--- src/rtl/iq_if.sv ---
// Fetch-to-decode bundle for the instruction queue: fetch push side, decode pop side,
// and the occupancy/status signals fed back to fetch.
interface iq_if #(
  parameter int ADDR_W = 4
);
  // Push: any nonzero in_instr is a push; there is no fetch-side ready, and fetch backs off on iq_full.
  // Pop: the head entry transfers on a cycle where out_valid && out_ready. The head holds stable while
  // out_valid && !out_ready.
  logic [31:0]     in_instr;
  logic [31:0]     in_pc;
  logic            out_valid;
  logic [31:0]     out_instr;
  logic [31:0]     out_pc;
  logic            out_compressed;
  logic            out_ready;
  logic            iq_full;
  logic [ADDR_W:0] count;
  logic            overflow;

  modport slave (
    input  in_instr, in_pc, out_ready,
    output out_valid, out_instr, out_pc, out_compressed, iq_full, count, overflow
  );

  modport master (
    output in_instr, in_pc, out_ready,
    input  out_valid, out_instr, out_pc, out_compressed, iq_full, count, overflow
  );
endinterface

--- src/rtl/instr_queue.sv ---
// Circular instruction FIFO between fetch and decode. The head entry is shown combinationally.
// iq_full rises early so that fetches already in flight still fit.
module instr_queue #(
  parameter int DEPTH  = 16,
  parameter int ADDR_W = 4,
  parameter int SLACK  = 2
) (
  input  logic clk,
  input  logic rst_n,
  input  logic flush,
  iq_if.slave  bus
);
  localparam logic [ADDR_W:0] DEPTH_C  = (ADDR_W+1)'(DEPTH);
  localparam logic [ADDR_W:0] THRESH_C = (ADDR_W+1)'(DEPTH - SLACK);

  logic [31:0]      mem_instr [DEPTH];
  logic [31:0]      mem_pc    [DEPTH];
  logic [DEPTH-1:0] mem_comp;

  logic [ADDR_W-1:0] head, tail;
  logic [ADDR_W:0]   count;
  logic              overflow;

  logic push, pop, is_full, push_acc, drop, in_comp;
  logic [31:0] in_stored;

  always_comb begin
    push      = (bus.in_instr != 32'h0);
    pop       = (count != '0) && bus.out_ready;
    is_full   = (count == DEPTH_C);
    push_acc  = push && (!is_full || pop);
    drop      = push && is_full && !pop;
    in_comp   = (bus.in_instr[1:0] != 2'b11);
    in_stored = in_comp ? {16'h0, bus.in_instr[15:0]} : bus.in_instr;
  end

  // Storage has no reset: the contents are only observed through the count-gated out_valid.
  always_ff @(posedge clk) begin
    if (!flush && push_acc) begin
      mem_instr[tail] <= in_stored;
      mem_pc[tail]    <= bus.in_pc;
      mem_comp[tail]  <= in_comp;
    end
  end

  always_ff @(posedge clk or negedge rst_n) begin
    if (!rst_n) begin
      head     <= '0;
      tail     <= '0;
      count    <= '0;
      overflow <= 1'b0;
    end else if (flush) begin
      head  <= '0;
      tail  <= '0;
      count <= '0;
    end else begin
      if (push_acc) tail <= tail + 1'b1;
      if (pop)      head <= head + 1'b1;
      if (drop)     overflow <= 1'b1;
      case ({push_acc, pop})
        2'b10:   count <= count + 1'b1;
        2'b01:   count <= count - 1'b1;
        default: count <= count;
      endcase
    end
  end

  assign bus.out_valid      = (count != '0);
  assign bus.out_instr      = mem_instr[head];
  assign bus.out_pc         = mem_pc[head];
  assign bus.out_compressed = mem_comp[head];
  assign bus.iq_full        = (count >= THRESH_C);
  assign bus.count          = count;
  assign bus.overflow       = overflow;
endmodule

--- src/flat_wrapper.sv ---
// flat-port wrapper written by rule: the top's interface ports become plain ports
module instr_queue_flat 
#(
  parameter int DEPTH  = 16,
  parameter int ADDR_W = 4,
  parameter int SLACK  = 2
)
  (clk, rst_n, flush, bus_in_instr, bus_in_pc, bus_out_ready, bus_out_valid, bus_out_instr, bus_out_pc, bus_out_compressed, bus_iq_full, bus_count, bus_overflow);
  iq_if #(.ADDR_W(ADDR_W)) bus_i ();
  input  logic clk;
  input  logic rst_n;
  input  logic flush;
  input wire logic [$bits(bus_i.in_instr)-1:0] bus_in_instr;
  input wire logic [$bits(bus_i.in_pc)-1:0] bus_in_pc;
  input wire logic [$bits(bus_i.out_ready)-1:0] bus_out_ready;
  output wire logic [$bits(bus_i.out_valid)-1:0] bus_out_valid;
  output wire logic [$bits(bus_i.out_instr)-1:0] bus_out_instr;
  output wire logic [$bits(bus_i.out_pc)-1:0] bus_out_pc;
  output wire logic [$bits(bus_i.out_compressed)-1:0] bus_out_compressed;
  output wire logic [$bits(bus_i.iq_full)-1:0] bus_iq_full;
  output wire logic [$bits(bus_i.count)-1:0] bus_count;
  output wire logic [$bits(bus_i.overflow)-1:0] bus_overflow;
  assign bus_i.in_instr = bus_in_instr;
  assign bus_i.in_pc = bus_in_pc;
  assign bus_i.out_ready = bus_out_ready;
  assign bus_out_valid = bus_i.out_valid;
  assign bus_out_instr = bus_i.out_instr;
  assign bus_out_pc = bus_i.out_pc;
  assign bus_out_compressed = bus_i.out_compressed;
  assign bus_iq_full = bus_i.iq_full;
  assign bus_count = bus_i.count;
  assign bus_overflow = bus_i.overflow;
  instr_queue #(.DEPTH(DEPTH), .ADDR_W(ADDR_W), .SLACK(SLACK)) u_core (.clk(clk), .rst_n(rst_n), .flush(flush), .bus(bus_i));
endmodule
--- config.mk ---
export PLATFORM = sky130hd
export DESIGN_NAME = instr_queue_flat
export DESIGN_NICKNAME = d
export VERILOG_FILES = /design/src/rtl/iq_if.sv /design/src/rtl/instr_queue.sv /design/src/flat_wrapper.sv
export SDC_FILE = /design/constraint.sdc
export NUM_CORES = 1
export LEC_CHECK = 0
export ABC_AREA = 1
export CAP_MARGIN = 25
export CORE_MARGIN = 1.5
export CORE_UTILIZATION = 45
export DETAILED_ROUTE_END_ITERATION = 10
export GPL_TIMING_DRIVEN = 0
export SKIP_LAST_GASP = 1
export SYNTH_ARGS = -nofsm -noshare
export SYNTH_HDL_FRONTEND = slang
export SYNTH_SLANG_ARGS = --single-unit
--- constraint.sdc ---
create_clock -name clk -period 12.9 [get_ports clk]
set_input_delay 3.87 -clock clk [delete_from_list [all_inputs] [get_ports clk]]
set_output_delay 3.87 -clock clk [all_outputs]
set_load 0.02 [all_outputs]
Yosys cells after proc, flatten, opt, wreduce, memory -nomap -nowiden --
Memories as Yosys holds them, arrays and structs flattened. Cells that the tools add are included.
Operators by class: bitwise gates (word level) 1, reductions and logical operators 16, add/subtract/negate cells 4, div/mod/pow operators 0, shift operators 0, order comparisons 4, eq/ne operators 4, multipliers 0, muxes and demuxes 14
Operator list (number):
- $mux 32 | 1
- $reduce_bool 32->1 | 1
- $bwmux 16 | 1
- $mux 4 | 4
- $lt 4x5->1 const B | 2
- $pmux 5 s2 | 1
- $add 4x1->4 const B | 2
- $logic_and 1x1->1 | 6
- $add 5x1->5 const B | 1
- $eq 5x5->1 const B | 1
- $ge 5x4->1 const B | 1
- $mux 5 | 1
- $reduce_bool 5->1 | 1
- $sub 5x1->5 const B | 1
- $bmux 1 s4 | 1
- $demux 1 s4 | 1
- $ge 4x1->1 const B | 1
- $mux 1 | 4
- $reduce_bool 2->1 | 2
- $logic_not 1->1 | 3
- $reduce_bool 3->1 | 1
- $eq 2x1->1 const B | 1
- $eq 2x2->1 const B | 1
- $ne 2x2->1 const B | 1
- other kinds (3) | 3
Storage, ports and cells: register bits after elaboration 30, memory bits (writable) 1024, output and inout port bits 73, latch bits 0, ROM bits 0, memories 2, bits of input ports 68
Memory list:
- u_core.mem_instr | depth 16, width 32, rd ports 1, clocked after Yosys merged registers in 0, wr ports 1, RTL line instr_queue.sv:16 | logic [31:0] mem_instr [DEPTH];
- u_core.mem_pc | depth 16, width 32, rd ports 1, clocked after Yosys merged registers in 0, wr ports 1, RTL line instr_queue.sv:17 | logic [31:0] mem_pc [DEPTH];

Depth between registers and ports, before layout --
depth after elaboration 7, depth in mapped cells 17

Worst setup path before layout --
No wires, ideal clock.
kind in2reg, from in bus_in_instr[15], to reg u_core.mem_comp[11] (enable), path buffers 0, required time 12.332 ns, stages on the path 8, slack 3.425 ns, data arrival time 8.906 ns, setup time 0.568 ns, cell sequence nor2_1 nand2_1 nor2_1 nand2_1 nor2_8 nor2_2 nand2_1 nor3_1
On the way: longest elaborated chain between the ends 3
RTL lines:
- from (decl) | RTL line flat_wrapper.sv:13 | input wire logic [$bits(bus_i.in_instr)-1:0] bus_in_instr;
- $reduce_bool 32->1 | RTL line instr_queue.sv:28 | push = (bus.in_instr != 32'h0);
- $logic_and 1x1->1 | RTL line instr_queue.sv:31 | push_acc = push && (!is_full || pop);
- $logic_and 1x1->1 | RTL line instr_queue.sv:39 | if (!flush && push_acc) begin
- to (signal, indexed assignment) | RTL line instr_queue.sv:42 | mem_comp[tail] <= in_comp;
- to (decl) | RTL line instr_queue.sv:18 | logic [DEPTH-1:0] mem_comp;
Every way passes these cells. A chain may end at the register's enable or synchronous reset.

Final worst setup path --
from reg u_core.head[1], to out bus_out_instr[5]
On the way: longest elaborated chain between the ends 1
RTL lines:
- from (decl) | RTL line instr_queue.sv:20 | logic [ADDR_W-1:0] head, tail;
- from (signal assigned) | RTL line instr_queue.sv:58 | if (pop) head <= head + 1'b1;
- $mem_v2 16x32
- to (decl) | RTL line flat_wrapper.sv:17 | output wire logic [$bits(bus_i.out_instr)-1:0] bus_out_instr;
Every way passes these cells.

==> impl_metrics.toml <==
[run_status]
status = "finished clean"

[floorplanning]
row_count = 110
die_h_um = 306
pin_count = 141
design.core.area_um2 = 90400
initial_core_util = 0.457
die_area_um2 = 93600
die_x_um = 306

[pwr]
p_leak_nw = 16.1
total_power_mw = 8.78
p_per_area_nw_per_um2 = 178
irDropWorstVdd_mv = 0.128

[sta]
tns_ps = 0
setup_violations = 0
final_max_slew_viol_count = 0
fmax_mhz = 125
finalClockSkew_ps = 19.9
fin_crit_ps = 8020
fin_ws_ps = 4880
max_slew_margin = 0.243
post-route-period-util = 0.622
hold_viol = 0
grt_setup_unrepaired = "false"
worst_slew_pin_slew_ps = 1140
whs_ps = 483

[synth]
seq_area_frac_synth = 0.765
synth_top_cell_area_share = 0.756
avgSynthCellArea_um2 = 13.9
synthArstFlopShare = 0.0133
synth-seq-cells = 1054
synth.largest_area_cell = "edfxtp_1"
synth_edf_count = 1040
netlist_top_cells_count = "edfxtp_1 (1040), nor2_1 (573), o21ai_0 (492)"
syn_nets = 3037
ys_types = 33
ys_warn_count = 0
synth_most_common_cell = "edfxtp_1"
synthCells = 2962
synth_top_flop_cell = "edfxtp_1"
synth_area_um2 = 41300
yosys-top-cells-area = "edfxtp_1 (76%), o21ai_0 (6.0%), nor2_1 (5.2%)"

[route]
dr.pass1.iters = 6
via_count = 28100
routed_wl_um = 134000
via_per_inst = 6.15
drt_drc_violations_left = 0
drtIter0Drc = 3363
wl_per_cell_um = 29.5
ant_nets = 0

[clock_tree]
cts_sinks = 1054
clk_latency_ps = 690
hold_buffers = 0
cts_root_buffer = "clkbuf_16"
post_cts_resized = 0
cts_buffers = 107
cts_tree = "done"
cts_max_path_buffers = 3
postCtsSetupBuffers = 0
h-tree-depth = 3
clk_pin_slew_ps = 60

[global_route]
grt_pass1_vias = 27800
antenna_found_initial = 2
grt_use_total = 0.282
grt_pass1_wl_um = 190000
grt_max_degree = 26
grt-ovfl-total = 0

[critical_path]
crit_required_ps = 9030
endpoint_kind = "primary output"
worst_setup_path_start_kind = "flip-flop"
crit_fanout = 10
critPathKind = "flip-flop to primary output"
crit_arrival_ps = 4150

[layout]
multi_input_area_um2 = 8580
fin_area_um2 = 49300
area_growth_pct = 19.3
final_net_count = 3367
drive_above_1_share = 0.110
postLayoutCoreUtil = 0.545
register_area_um2 = 31600
diodes = 0
num-fill-cells = 7151
finalNonFillerCells = 4560

[placed_design]
gp_congestion = 0.838
place_ws_ps = 4910
dpl.hpwl_um = 88700
io_buffers = 140
dp.cells = 4352
dpl_cell_area_um2 = 45500

[job]
cap_viol_max_count = 0

[worst_hold_path]
min_path_type = "flip-flop to flip-flop"
critical path: stages (launching register included):
cell and delay (ps):
dfrtp_1 400, buf_4 230, clkinv_2 320, buf_4 380, clkbuf_1 510, o21ai_0 240
o221ai_1 200, nand3_1 200, nand2_1 290, clkdlybuf4s50_1 660
logic make-up after synthesis:
logic type,Yosys count,synth area share
AOI/OAI and AO/OA,842,0.126
xor gates and xnor gates,1,0.000212
adders and majority gates,7,0.00212
DFF,1054,0.765
buffers and inverters,261,0.0301
and+or+nand+nor,797,0.0768
cell type report:
| cell class | count | area share |
|---|---|---|
| clock buffer | 128 | 0.0572 |
| inverter | 44 | 0.00348 |
| clock inverter | 73 | 0.0183 |
| tap | 1176 | 0.0299 |
| buffer | 217 | 0.0218 |
| sequential | 1054 | 0.641 |
| timing repair buffer | 221 | 0.0543 |
| multi-input combinational | 1647 | 0.174 |
registers in the layout (all words and copies together) (netlist names):
name / count
u_core.head: 4
u_core.mem_comp: 16
u_core.bus.overflow: 1
u_core.mem_instr: 512
u_core.bus.count: 5
u_core.mem_pc: 512
u_core.tail: 4
cell usage in the layout, fill, tap and decap left out, drive strengths merged, types with 8 or more instances in the layout:
cell              n
edfxtp         1040
nor2            576
o21ai           528
clkbuf          247
o221ai          215
buf             179
clkdlybuf4s50   140
nand2           116
nand3            95
o22ai            46
inv              46
o211ai           45
clkinv           44
bufinv           18
dfrtp            14
clkinvlp          9
nor3              8
power breakdown:
part	total, mW	internal, mW	switching [mW]
Sequential	3.83	3.81	0.0154
Clock	3.26	1.93	1.34
Combinational	1.69	0.496	1.19
path summary, 6_finish.rpt:
| path | startpoint | endpoint | slack [ps] | cells after the start |
|---|---|---|---|---|
| min in group asynchronous | rst_n | u_core.bus.count[3] | 3580 | 1 |
| setup / recovery | u_core.head[1] | bus_out_instr[5] | 4880 | 9 |
| hold / removal | u_core.bus.overflow | u_core.bus.overflow | 480 | 1 |
| max in group asynchronous | rst_n | u_core.head[3] | 8880 | 1 |
| hold reg to reg | u_core.bus.overflow | u_core.bus.overflow | 480 | 1 |
| setup reg to reg | u_core.bus.count[0] | u_core.mem_instr[10][23] | 9560 | 11 |
layer usage:
metal	vias up	wire, um	track usage
li1	12000	-	-
met1	14100	51400	0.372
met2	1701	64400	0.463
met3	277	13300	0.0491
met4	4	5300	0.121
met5	-	34	0
Power figures use the tool's default switching activity.
